`src/rtl/seq_mult_pkg.sv`:
```
// Shared definitions for the sequential signed/unsigned multiplier.
package seq_mult_pkg;

    localparam int unsigned DEFAULT_WIDTH = 8;

    localparam logic ST_IDLE = 1'b0;
    localparam logic ST_RUN  = 1'b1;

    typedef enum logic {
        StIdle = ST_IDLE,
        StRun  = ST_RUN
    } state_e;

endpackage

```
`src/rtl/mult_step.sv`:
```
// One combinational shift-add step: conditional add/subtract of the multiplicand, then shift right.
module mult_step #(
    parameter int unsigned WIDTH = 8
) (
    input  logic [WIDTH:0]   hi_i,
    input  logic [WIDTH-1:0] lo_i,
    input  logic [WIDTH-1:0] a_i,
    input  logic             sgn_i,
    input  logic             last_i,
    output logic [WIDTH:0]   hi_o,
    output logic [WIDTH-1:0] lo_o
);

    logic [WIDTH:0] a_ext;
    logic [WIDTH:0] term;
    logic [WIDTH:0] sum;
    logic           sub;
    logic           cin;

    always_comb begin
        a_ext = {sgn_i & a_i[WIDTH-1], a_i};
        // The multiplier MSB carries negative weight in signed mode.
        sub   = sgn_i & last_i;
        term  = '0;
        cin   = 1'b0;
        if (lo_i[0]) begin
            term = sub ? ~a_ext : a_ext;
            cin  = sub;
        end
        sum  = hi_i + term + (WIDTH+1)'(cin);
        // Unsigned sums never exceed WIDTH+1 bits, so the top bit shifts in as zero.
        hi_o = {sgn_i & sum[WIDTH], sum[WIDTH:1]};
        lo_o = {sum[0], lo_i[WIDTH-1:1]};
    end

endmodule

```
`src/rtl/seq_mult_sgn.sv`:
```
// Iterative shift-add multiplier, signed or unsigned per operation, with start/busy/done handshake.
module seq_mult_sgn
    import seq_mult_pkg::*;
#(
    parameter int unsigned WIDTH = DEFAULT_WIDTH
) (
    input  logic               clk,
    input  logic               reset,
    input  logic               start_i,
    input  logic               sgn_i,
    input  logic [WIDTH-1:0]   a_i,
    input  logic [WIDTH-1:0]   b_i,
    output logic               busy_o,
    output logic               done_o,
    output logic [2*WIDTH-1:0] product_o
);

    localparam int unsigned CNTW = $clog2(WIDTH + 1);

    state_e             state_q, state_d;
    logic [CNTW-1:0]    cnt_q, cnt_d;
    logic [WIDTH:0]     hi_q, hi_d;
    logic [WIDTH-1:0]   lo_q, lo_d;
    logic [WIDTH-1:0]   a_q, a_d;
    logic               sgn_q, sgn_d;
    logic [2*WIDTH-1:0] prod_q, prod_d;
    logic               done_q, done_d;

    logic [WIDTH:0]     step_hi;
    logic [WIDTH-1:0]   step_lo;
    logic               last;

    assign last = (cnt_q == CNTW'(WIDTH - 1));

    mult_step #(
        .WIDTH (WIDTH)
    ) u_step (
        .hi_i   (hi_q),
        .lo_i   (lo_q),
        .a_i    (a_q),
        .sgn_i  (sgn_q),
        .last_i (last),
        .hi_o   (step_hi),
        .lo_o   (step_lo)
    );

    always_comb begin
        state_d = state_q;
        cnt_d   = cnt_q;
        hi_d    = hi_q;
        lo_d    = lo_q;
        a_d     = a_q;
        sgn_d   = sgn_q;
        prod_d  = prod_q;
        done_d  = 1'b0;
        unique case (state_q)
            StIdle: begin
                if (start_i) begin
                    a_d     = a_i;
                    sgn_d   = sgn_i;
                    hi_d    = '0;
                    lo_d    = b_i;
                    cnt_d   = '0;
                    state_d = StRun;
                end
            end
            StRun: begin
                hi_d  = step_hi;
                lo_d  = step_lo;
                cnt_d = cnt_q + CNTW'(1);
                if (last) begin
                    prod_d  = {step_hi[WIDTH-1:0], step_lo};
                    done_d  = 1'b1;
                    state_d = StIdle;
                end
            end
            default: state_d = StIdle;
        endcase
    end

    always_ff @(posedge clk or posedge reset) begin
        if (reset) begin
            state_q <= StIdle;
            cnt_q   <= '0;
            hi_q    <= '0;
            lo_q    <= '0;
            a_q     <= '0;
            sgn_q   <= 1'b0;
            prod_q  <= '0;
            done_q  <= 1'b0;
        end else begin
            state_q <= state_d;
            cnt_q   <= cnt_d;
            hi_q    <= hi_d;
            lo_q    <= lo_d;
            a_q     <= a_d;
            sgn_q   <= sgn_d;
            prod_q  <= prod_d;
            done_q  <= done_d;
        end
    end

    assign busy_o    = (state_q == StRun);
    assign done_o    = done_q;
    assign product_o = prod_q;

endmodule
```
`config.mk`:
```
export PLATFORM = sky130hd
export DESIGN_NAME = seq_mult_sgn
export DESIGN_NICKNAME = d
export VERILOG_FILES = /design/src/rtl/seq_mult_pkg.sv /design/src/rtl/mult_step.sv /design/src/rtl/seq_mult_sgn.sv
export SDC_FILE = /design/constraint.sdc
export NUM_CORES = 1
export LEC_CHECK = 0
export BUFFER_PORTS_ARGS = -buffer_cell sky130_fd_sc_hd__buf_2
export CAP_MARGIN = 20
export CORE_ASPECT_RATIO = 1.1
export CORE_UTILIZATION = 30
export DETAILED_ROUTE_END_ITERATION = 10
export PLACE_DENSITY = 0.56
export SKIP_CTS_REPAIR_TIMING = 1
export SLEW_MARGIN = 20
export SYNTH_ARGS = -nofsm -noshare
export SYNTH_HDL_FRONTEND = slang
export SYNTH_SLANG_ARGS = --single-unit
```
`constraint.sdc`:
```
create_clock -name clk -period 8.2 [get_ports clk]
set_input_delay 0.82 -clock clk [delete_from_list [all_inputs] [get_ports clk]]
set_output_delay 0.82 -clock clk [all_outputs]
set_load 0.02 [all_outputs]
```
# After elaboration in Yosys (flattened, before gate mapping)
# Cells that the tools add are included.
# word_totals
register_bits	48
input_bits	20
out_inout_bits	18
word_cells	34
# op_classes
n_addsub	3
eq_ne	2
mux	14
n_bitwise	5
n_reduce_logical	2
# ops
operator	count
$mux W9	3
$pmux W9 S2	1
$pmux W8 S2	1
$add A9 B1 Y9	1
$add A9 B9 Y9	1
$not A9 Y9	1
$mux W8	1
$pmux W4 S2	1
$mux W1	5
$add A4 B1 Y4 const B	1
$eq A4 B3 Y1 const B	1
$mux W4	1
$reduce_and A2 Y1	2
$and A1 B1 Y1	3
$ne A2 B2 Y1 const B	1
$pmux W1 S2	1
$not A1 Y1	1

# Longest topological paths before layout
# Gate-level depths: netlist of the first run.
# logic_depth
word_depth	8
depth_mapped	12
mapped_depth_nobuf	11

# By module
# From an unflattened synthesis of the first run, not the netlist that was laid out.
# unflattened
cells_unflattened	204
hier_area_um2	2477.4
# by_module_without_submodules
module	instances	cells_each	area_per_inst_um2	seq_area_each_um2
seq_mult_sgn	1	132	1919.3	1201.2
mult_step	1	72	558.0	0.0

# Least setup slack after synthesis of the first run
# Ideal clock, no wire load.
# synth_path
kind	reg-to-reg
startpoint	reg cnt_q[0]
endpoint	reg hi_q[7]
setup_time_ns	0.069
t_arrival_ns	2.995
required_ns	8.131
setup_slack_ns	5.136
path_stages_with_launch	13
n_path_buf	1
synth_period_minus_slack_ns	3.064
path_cell_list	dfrtp_1 ha_1 nand4b_1 buf_6 xnor2_1 nand2_1 fa_1 fa_1 nand2b_1 a21oi_1 nor4_2 or4_1 nand3_1
# synth_via
elab_chain_cells	7
word_cells_on_any_way	8
cone_classes	add/sub: 2; eq/ne: 1; mux: 4; bitwise: 1
# synth_rtl
element	line_no	rtl
start, declared	seq_mult_sgn.sv:21	logic [CNTW-1:0] cnt_q, cnt_d;
start signal, assigned	seq_mult_sgn.sv:93	cnt_q <= cnt_d;
$eq A4 B3 Y1 *	seq_mult_sgn.sv:33	assign last = (cnt_q == CNTW'(WIDTH - 1));
$and A1 B1 Y1 *	mult_step.sv:23	sub = sgn_i & last_i;
$mux W9	mult_step.sv:27	term = sub ? ~a_ext : a_ext;
$mux W9	mult_step.sv:26	if (lo_i[0]) begin
$add A9 B9 Y9	mult_step.sv:30	sum = hi_i + term + (WIDTH+1)'(cin);
$add A9 B1 Y9 *	mult_step.sv:30	
$pmux W9 S2 *	seq_mult_sgn.sv:56	unique case (state_q)
end signal, assigned	seq_mult_sgn.sv:94	hi_q <= hi_d;
end, declared	seq_mult_sgn.sv:22	logic [WIDTH:0] hi_q, hi_d;
# Mark *: on every way between the ends. The rest lies on a longest branch, timed or not.
# A chain may end at the register's enable or synchronous reset.

# Worst setup path after layout of the first run
# layout_path
startpoint	reg cnt_q[0]
endpoint	reg prod_q[15], in the netlist product_o[15]
# layout_via
elab_chain_cells	6
word_cells_on_any_way	8
cone_classes	add/sub: 2; eq/ne: 1; mux: 3; bitwise: 1; reduce/logical: 1
# layout_rtl
element	line_no	rtl
$eq A4 B3 Y1 *	seq_mult_sgn.sv:33	
$and A1 B1 Y1	mult_step.sv:23	
$mux W9	mult_step.sv:27	
$mux W9	mult_step.sv:26	
$add A9 B9 Y9	mult_step.sv:30	
$add A9 B1 Y9	mult_step.sv:30	
end signal, assigned	seq_mult_sgn.sv:98	prod_q <= prod_d;
end, declared	seq_mult_sgn.sv:26	logic [2*WIDTH-1:0] prod_q, prod_d;
# Marked as above.

==> results of run 1 <==
[path summary, 6_finish.rpt]
path	startpoint	to	slack, ns	depth (start not counted)
min	product_o[2]$_DFFE_PP0P_	product_o[2]$_DFFE_PP0P_	0.48	2
max	cnt_q[0]$_DFFE_PP0P_	product_o[15]$_DFFE_PP0P_	4.24	11
max reg2reg	cnt_q[0]$_DFFE_PP0P_	product_o[15]$_DFFE_PP0P_	4.24	11
max in group asynchronous	reset	a_q[7]$_DFFE_PP0P_	7.07	2
min in group asynchronous	reset	product_o[11]$_DFFE_PP0P_	0.64	2
min reg2reg	product_o[2]$_DFFE_PP0P_	product_o[2]$_DFFE_PP0P_	0.48	2
[cell families (layout without fill, tap and decap cells)]
group | Yosys count | after routing | synth area share
buf+inv | 21 | 56 | 0.03446
compound gates | 47 | 47 | 0.1159
xor+xnor | 13 | 13 | 0.04545
flops | 48 | 48 | 0.4795
simple gates | 86 | 86 | 0.1673
mux | 22 | 22 | 0.1014
fa+ha+maj | 10 | 10 | 0.05595
[power by group through the flow]
stage	Clock (mW)	Sequential (mW)	Combinational [mW]
after floorplan	0	0.464	0.419
after global placement	0	0.438	0.580
after detailed placement	0	0.442	0.589
after CTS	0.182	0.438	0.591
after global routing	0.191	0.455	0.661
final	0.176	0.436	0.585
[layout by cell type, fill, tap and decap left out, drive strengths merged, types with 3 or more instances in the layout]
cell type,instances
mux2,14
o21a,3
nand2,48
buf,38
nor2,6
clkbuf,5
a21oi,12
dfrtp,48
nor3b,5
clkinv,3
ha,8
nor2b,3
nand3,5
o21ai,13
xnor2,10
xor2,3
a21o,6
inv,9
mux2i,8
nand2b,4
and2,6
o31ai,3
[final cells by class]
cell class / count / area share
Multi-Input combinational cell: 178 / 0.4196
Sequential cell: 48 / 0.4140
Timing Repair Buffer: 38 / 0.06641
Tap cell: 108 / 0.04657
Clock buffer: 5 / 0.02372
Clock inverter: 3 / 0.01639
Inverter: 10 / 0.01337
[tightest hold or removal path: stages, from the launching register on]
cell,delay (ns)
dfrtp_1,0.35
nand2_1,0.05
nand2_1,0.05
[metal layers]
layer,track usage,up-vias,part of all wire
met2,0.2026,35,0.46
met4,0.05128,0,0.021
met3,0.02874,11,0.030
met1,0.1924,888,0.49
li1,-,915,-
met5,0,-,0
[state kept, by name (all words and copies together), names as in the netlist]
register   count
cnt_q          4
hi_q           9
sgn_q          1
done_o         1
a_q            8
lo_q           8
product_o     16
busy_o         1
[per-stage QoR]
stage | setup WS [ns] | util | hold slack, ns | cell area (µm²) | cells
CTS | 4.244 | 0.3626 | 0.4832 | 2900 | 390
detailed placement | 4.274 | 0.3481 | 0.4577 | 2784 | 382
global placement | 4.427 | 0.3481 | 0.4528 | 2784 | 382
global route | 3.881 | 0.3628 | 0.5087 | 2902 | 390
floorplan | 5.136 | - | 0.4529 | 2505 | 247
finish | 4.240 | 0.3628 | 0.4765 | 2902 | 390
[cells in the mapped netlist, types with 2 or more instances]
| master | instances | area share |
|---|---|---|
| nand2_1 | 48 | 0.072 |
| a21oi_1 | 12 | 0.024 |
| mux2i_1 | 7 | 0.028 |
| nand3_1 | 5 | 0.010 |
| clkbuf_1 | 9 | 0.013 |
| mux2_2 | 11 | 0.049 |
| xnor2_1 | 10 | 0.035 |
| o211ai_1 | 2 | 0.0060 |
| nor2_1 | 5 | 0.0075 |
| o22ai_1 | 2 | 0.0050 |
| dfrtp_1 | 48 | 0.48 |
| fa_1 | 2 | 0.016 |
| ha_1 | 8 | 0.040 |
| nor3b_1 | 5 | 0.015 |
| o31ai_1 | 3 | 0.0090 |
| inv_1 | 9 | 0.013 |
| nor2b_1 | 3 | 0.0075 |
| and2_1 | 6 | 0.015 |
| xor2_1 | 3 | 0.010 |
| nand2b_1 | 4 | 0.010 |
| nor3_1 | 2 | 0.0040 |
| nand4b_1 | 2 | 0.0070 |
| o21a_1 | 3 | 0.0090 |
| a21o_1 | 6 | 0.018 |
| o21ai_0 | 13 | 0.026 |
| mux2_1 | 2 | 0.0090 |
==> metrics.txt, run 1 <==
status finished, final reports clean; internal power 0.7048 mW; CTS tree done; clock skew 0.008130 ns; worst vdd ir 0.1191 mV; Gate power share 0.489; I/O pin total 38; register area 1201 µm²; RSZ-0062 raised after global routing no; sequential share of power 0.364; initial antenna violation count 0; Static Leak 1.394 nW; global-route wire length before repair 9.232 mm; TritonCTS Sinks 48; crit path DAT 4.21 ns; Routed WL 5.276 mm; share of cells above drive strength 1 0.2234; H-Tree Depth 2; CP dominant cell by count fa_1; Layout Nets 311; antenna cells 0; final setup fails 0; Tmin final 3.960 ns; antenna-violating nets left 0; clk slew on worst S/H paths 0.10 ns; sequential share of the synthesized area 0.4795; Pre-Repair DR Iteration Count 4; Core Footprint 7998 µm²; Multi-input gate area 1217 µm²; gpl congestion 0.7857; max incr delay on CP 0.64 ns; total power 1.198 mW; critical path type flop to flop; Die Y 97.84 µm; Crit Path Max Fanout 10; cell count after synthesis 247; worst min-delay path class flop to flop; Mapped Area 2505 µm²; Syn Nets 277; vias in the first global route 1911; DPL Wire Length 3.684 mm; max_slew headroom 0.3956; worst skew pair latency 0.31 ns; CP bufs+invs 0; Layout area overhead 15.83%; setup TNS 0 ns; Final Hold Viols 0; Tcrit/Tclk final 0.4829; slowest CP cell nand4b_1; Post-synth ARST share 1.000; Top FF cell, synth dfrtp_1; Power Density 412.8 nW/µm²; vias per cell 4.741; Routed wire per std cell 13.53 µm; power share of the clock group 0.147; Max Clk Rate 0.2525 GHz; CP Capture Type flop; Yosys warnings 0; DRC Markers 0; # Max-Cap Violations 0; Worst Max-Slew Pin Slew 0.9018 ns; PortBufs 37; Seq cells post-synth 48; GRT Overall Usage 0.1359; Yosys cell types 43; largest net degree at the start of global routing 49; Sw Share 0.4115; clock buffer depth 2; Die Wd 89.13 µm; max-slew violation count 0; Initial DRC Count 89; Num CTS Buffers 5; number of filler cells placed in the layout 859; CP cell instances ha_1, nand4b_1, xnor2_1, nand2_1, fa_1, fa_1, nand2b_1, a21oi_1, nor4_2, or4b_1, nand3_1; required time worst endpoint 8.45 ns; CP top delay family simple AND/OR/NAND/NOR gates; Root Driver clkbuf_8; P_sw 0.4929 mW; number of synthesized flops with an enable pin 0; placement row count 34; CP startpoint kind flop; Avg Inst Size Synth 10.14 µm²; DIE AREA 8720 µm²; initial cell density of the core 0.3132; Overflow after GRT 0; routed vias 1849
(Power assumes the default switching activity.)
==> run 2: changes to the inputs <==
--- a/config.mk
+++ b/config.mk
@@ -5,12 +5,13 @@
 export SDC_FILE = /design/constraint.sdc
 export NUM_CORES = 1
 export LEC_CHECK = 0
+export ABC_AREA = 1
 export BUFFER_PORTS_ARGS = -buffer_cell sky130_fd_sc_hd__buf_2
 export CAP_MARGIN = 20
 export CORE_ASPECT_RATIO = 1.1
 export CORE_UTILIZATION = 30
 export DETAILED_ROUTE_END_ITERATION = 10
-export PLACE_DENSITY = 0.56
+export PLACE_DENSITY = 0.58
 export SKIP_CTS_REPAIR_TIMING = 1
 export SLEW_MARGIN = 20
 export SYNTH_ARGS = -nofsm -noshare
==> constraint.sdc (replaced) <==
create_clock -name clk -period 3.3 [get_ports clk]
set_input_delay 0.33 -clock clk [delete_from_list [all_inputs] [get_ports clk]]
set_output_delay 0.33 -clock clk [all_outputs]
set_load 0.02 [all_outputs]
==> metrics.txt, run 2 <==
max_slew headroom 0.4408; Yosys warnings 0; H-Tree Depth 2; Layout area overhead 17.44%; final setup fails 0; Tmin final 2.921 ns; Crit. Startpoint cnt_q[1]$_DFFE_PP0P_; Top FF cell, synth dfrtp_1; routed vias 1916; Power Density 950.9 nW/µm²; number of synthesized flops with an enable pin 0; Synth area leader dfrtp_1; max-slew violation count 0; global-route wire length before repair 8.942 mm; slowest CP cell fa_1; Max Clk Rate 0.3424 GHz; Yosys cell types 29; reg2reg start cnt_q[1]$_DFFE_PP0P_; Avg Inst Size Synth 8.727 µm²; initial antenna violation count 0; Die Y 96.15 µm; Post-synth top cells nand2_1, dfrtp_1, inv_1, o21ai_0; cell count after synthesis 277; # Max-Cap Violations 0; most common cell in the synthesized netlist nand2_1; clock skew 0.01102 ns; Final Hold Viols 0; crit path DAT 3.18 ns; Core Footprint 7639 µm²; Root Driver clkbuf_8; antenna-violating nets left 0; Worst Max-Slew Pin Slew 0.8388 ns; clk slew on worst S/H paths 0.09 ns; gpl congestion 0.8507; Mapped Area 2417 µm²; Synth area leaders dfrtp_1, nand2_1, o21ai_0; placement row count 33; post-route insts no fill 422; largest net degree at the start of global routing 49; max incr delay on CP 0.44 ns; number of filler cells placed in the layout 807; setup TNS 0 ns; Crit Path Max Fanout 12; vias per cell 4.540; Post-synth ARST share 1.000; Routed WL 5.260 mm; GRT Overall Usage 0.1402; Overflow after GRT 0; Syn Nets 307; post-synth top area share 0.4969; Die Wd 87.59 µm; worst skew pair latency 0.31 ns; Routed wire per std cell 12.46 µm; worst min-delay path class input port to asynchronous set/reset pin; CP startpoint kind flop; Seq cells post-synth 48; initial cell density of the core 0.3165; Tcrit/Tclk final 0.8850; flop-to-flop setup slack 0.38 ns; CP cell instances ha_2, inv_1, nor2_2, nand2_4, inv_1, o21ai_0, a21o_1, fa_1, fa_2, nand3b_1, nand2_2, nand3_1, nand3_1, xor2_1, nand2_1, nand2_1; Layout Nets 346; Static Leak 1.462 nW; share of cells above drive strength 1 0.2177; DRC Markers 0; DIE AREA 8421 µm²; Initial DRC Count 86; required time worst endpoint 3.55 ns; DPL Wire Length 3.807 mm; RSZ-0062 raised after global routing no; status finished, final reports clean; Placed Cells 413; CTS tree done; max reg flops 16; vias in the first global route 1946; critical path type flop to flop; sequential share of the synthesized area 0.4969; Num CTS Buffers 5; worst vdd ir 0.2424 mV; CP Capture Type flop; most common cell after layout, fill and taps aside nand2_1; highest-count cells in the layout ignoring fill and taps nand2_1, dfrtp_1, buf_2; Pre-Repair DR Iteration Count 4; worst r2r path cells 16; antenna cells 0; PortBufs 37; TritonCTS Sinks 48; r2r endpoint hi_q[5]$_DFFE_PP0P_; clock buffer depth 2; I/O pin total 38
run 2: cell count changes after synthesis, moves of 8 or more:
cell / previous run / this run
mux2_2: 11 / 0
o21ai_2: 0 / 8
xnor2_1: 10 / 2
o21ai_0: 13 / 23
clkbuf_1: 9 / 0
inv_1: 9 / 28
nand2_1: 48 / 89
run 2: layout make-up:
type                       instances  area, µm²  share of cell area
inverter                          31      120.1             0.04231
timing repair buffer              40      207.7             0.07316
tap                              105      131.4             0.04628
sequential                        48       1201              0.4231
clock inverter                     2      38.79             0.01366
multi-input combinational        190       1057              0.3724
clock buffer                       6      82.58             0.02909
run 2: power by group:
group          switching (mW)  total [mW]  internal, mW
Combinational           0.763        1.22         0.457
Clock                   0.205       0.453         0.248
Sequential              0.173        1.03         0.854
run 2: cells by family (layout without fill, tap and decap cells):
| kind of cell | after synthesis | after routing | share of synthesized area |
|---|---|---|---|
| xor gates and xnor gates | 5 | 5 | 0.01812 |
| buffers and inverters | 39 | 79 | 0.07091 |
| adders and majority gates | 10 | 10 | 0.05797 |
| and+or+nand+nor | 118 | 118 | 0.2091 |
| DFF | 48 | 48 | 0.4969 |
| AOI/OAI and AO/OA | 57 | 57 | 0.1470 |
run 2: through the flow:
| stage | hold WS, ns | setup slack [ns] | utilization | instance area (µm²) | power [mW] |
|---|---|---|---|---|---|
| global route | 0.2168 | 0.04316 | 0.3717 | 2839 | 2.956 |
| CTS | 0.2209 | 0.2131 | 0.3689 | 2818 | 2.714 |
| global placement | 0.4523 | 0.3193 | 0.3530 | 2696 | 2.228 |
| detailed placement | 0.4587 | 0.2413 | 0.3530 | 2696 | 2.254 |
| floorplan | 0.4466 | 0.5784 | - | 2417 | 1.933 |
| finish | 0.1497 | 0.3794 | 0.3717 | 2839 | 2.700 |
run 2: how the worst max path moves through the flow:
stage	endpoint	slack, ns	depth (start not counted)
CTS	hi_q[5]$_DFFE_PP0P_	0.21	16
floorplan	product_o[13]$_DFFE_PP0P_	0.58	16
global route	hi_q[5]$_DFFE_PP0P_	0.04	16
finish	hi_q[5]$_DFFE_PP0P_	0.38	16
detailed placement	hi_q[5]$_DFFE_PP0P_	0.24	16
global placement	hi_q[5]$_DFFE_PP0P_	0.32	16
run 2: routing by layer:
layer | global-route usage | up-vias | wire length [µm]
li1 | - | 979 | -
met4 | 0.06284 | 0 | 138
met5 | 0 | - | 0
met1 | 0.1655 | 883 | 2396
met2 | 0.2441 | 42 | 2529
met3 | 0.03002 | 12 | 195
run 2: worst max-delay path: cells and delay by family (launching register included):
kind                       cells  cell delay, ns
buffers and inverters          2            0.17
xor gates and xnor gates       1            0.19
DFF                            1            0.38
and+or+nand+nor                8            0.84
adders and majority gates      3            1.03
AOI/OAI and AO/OA              2            0.26
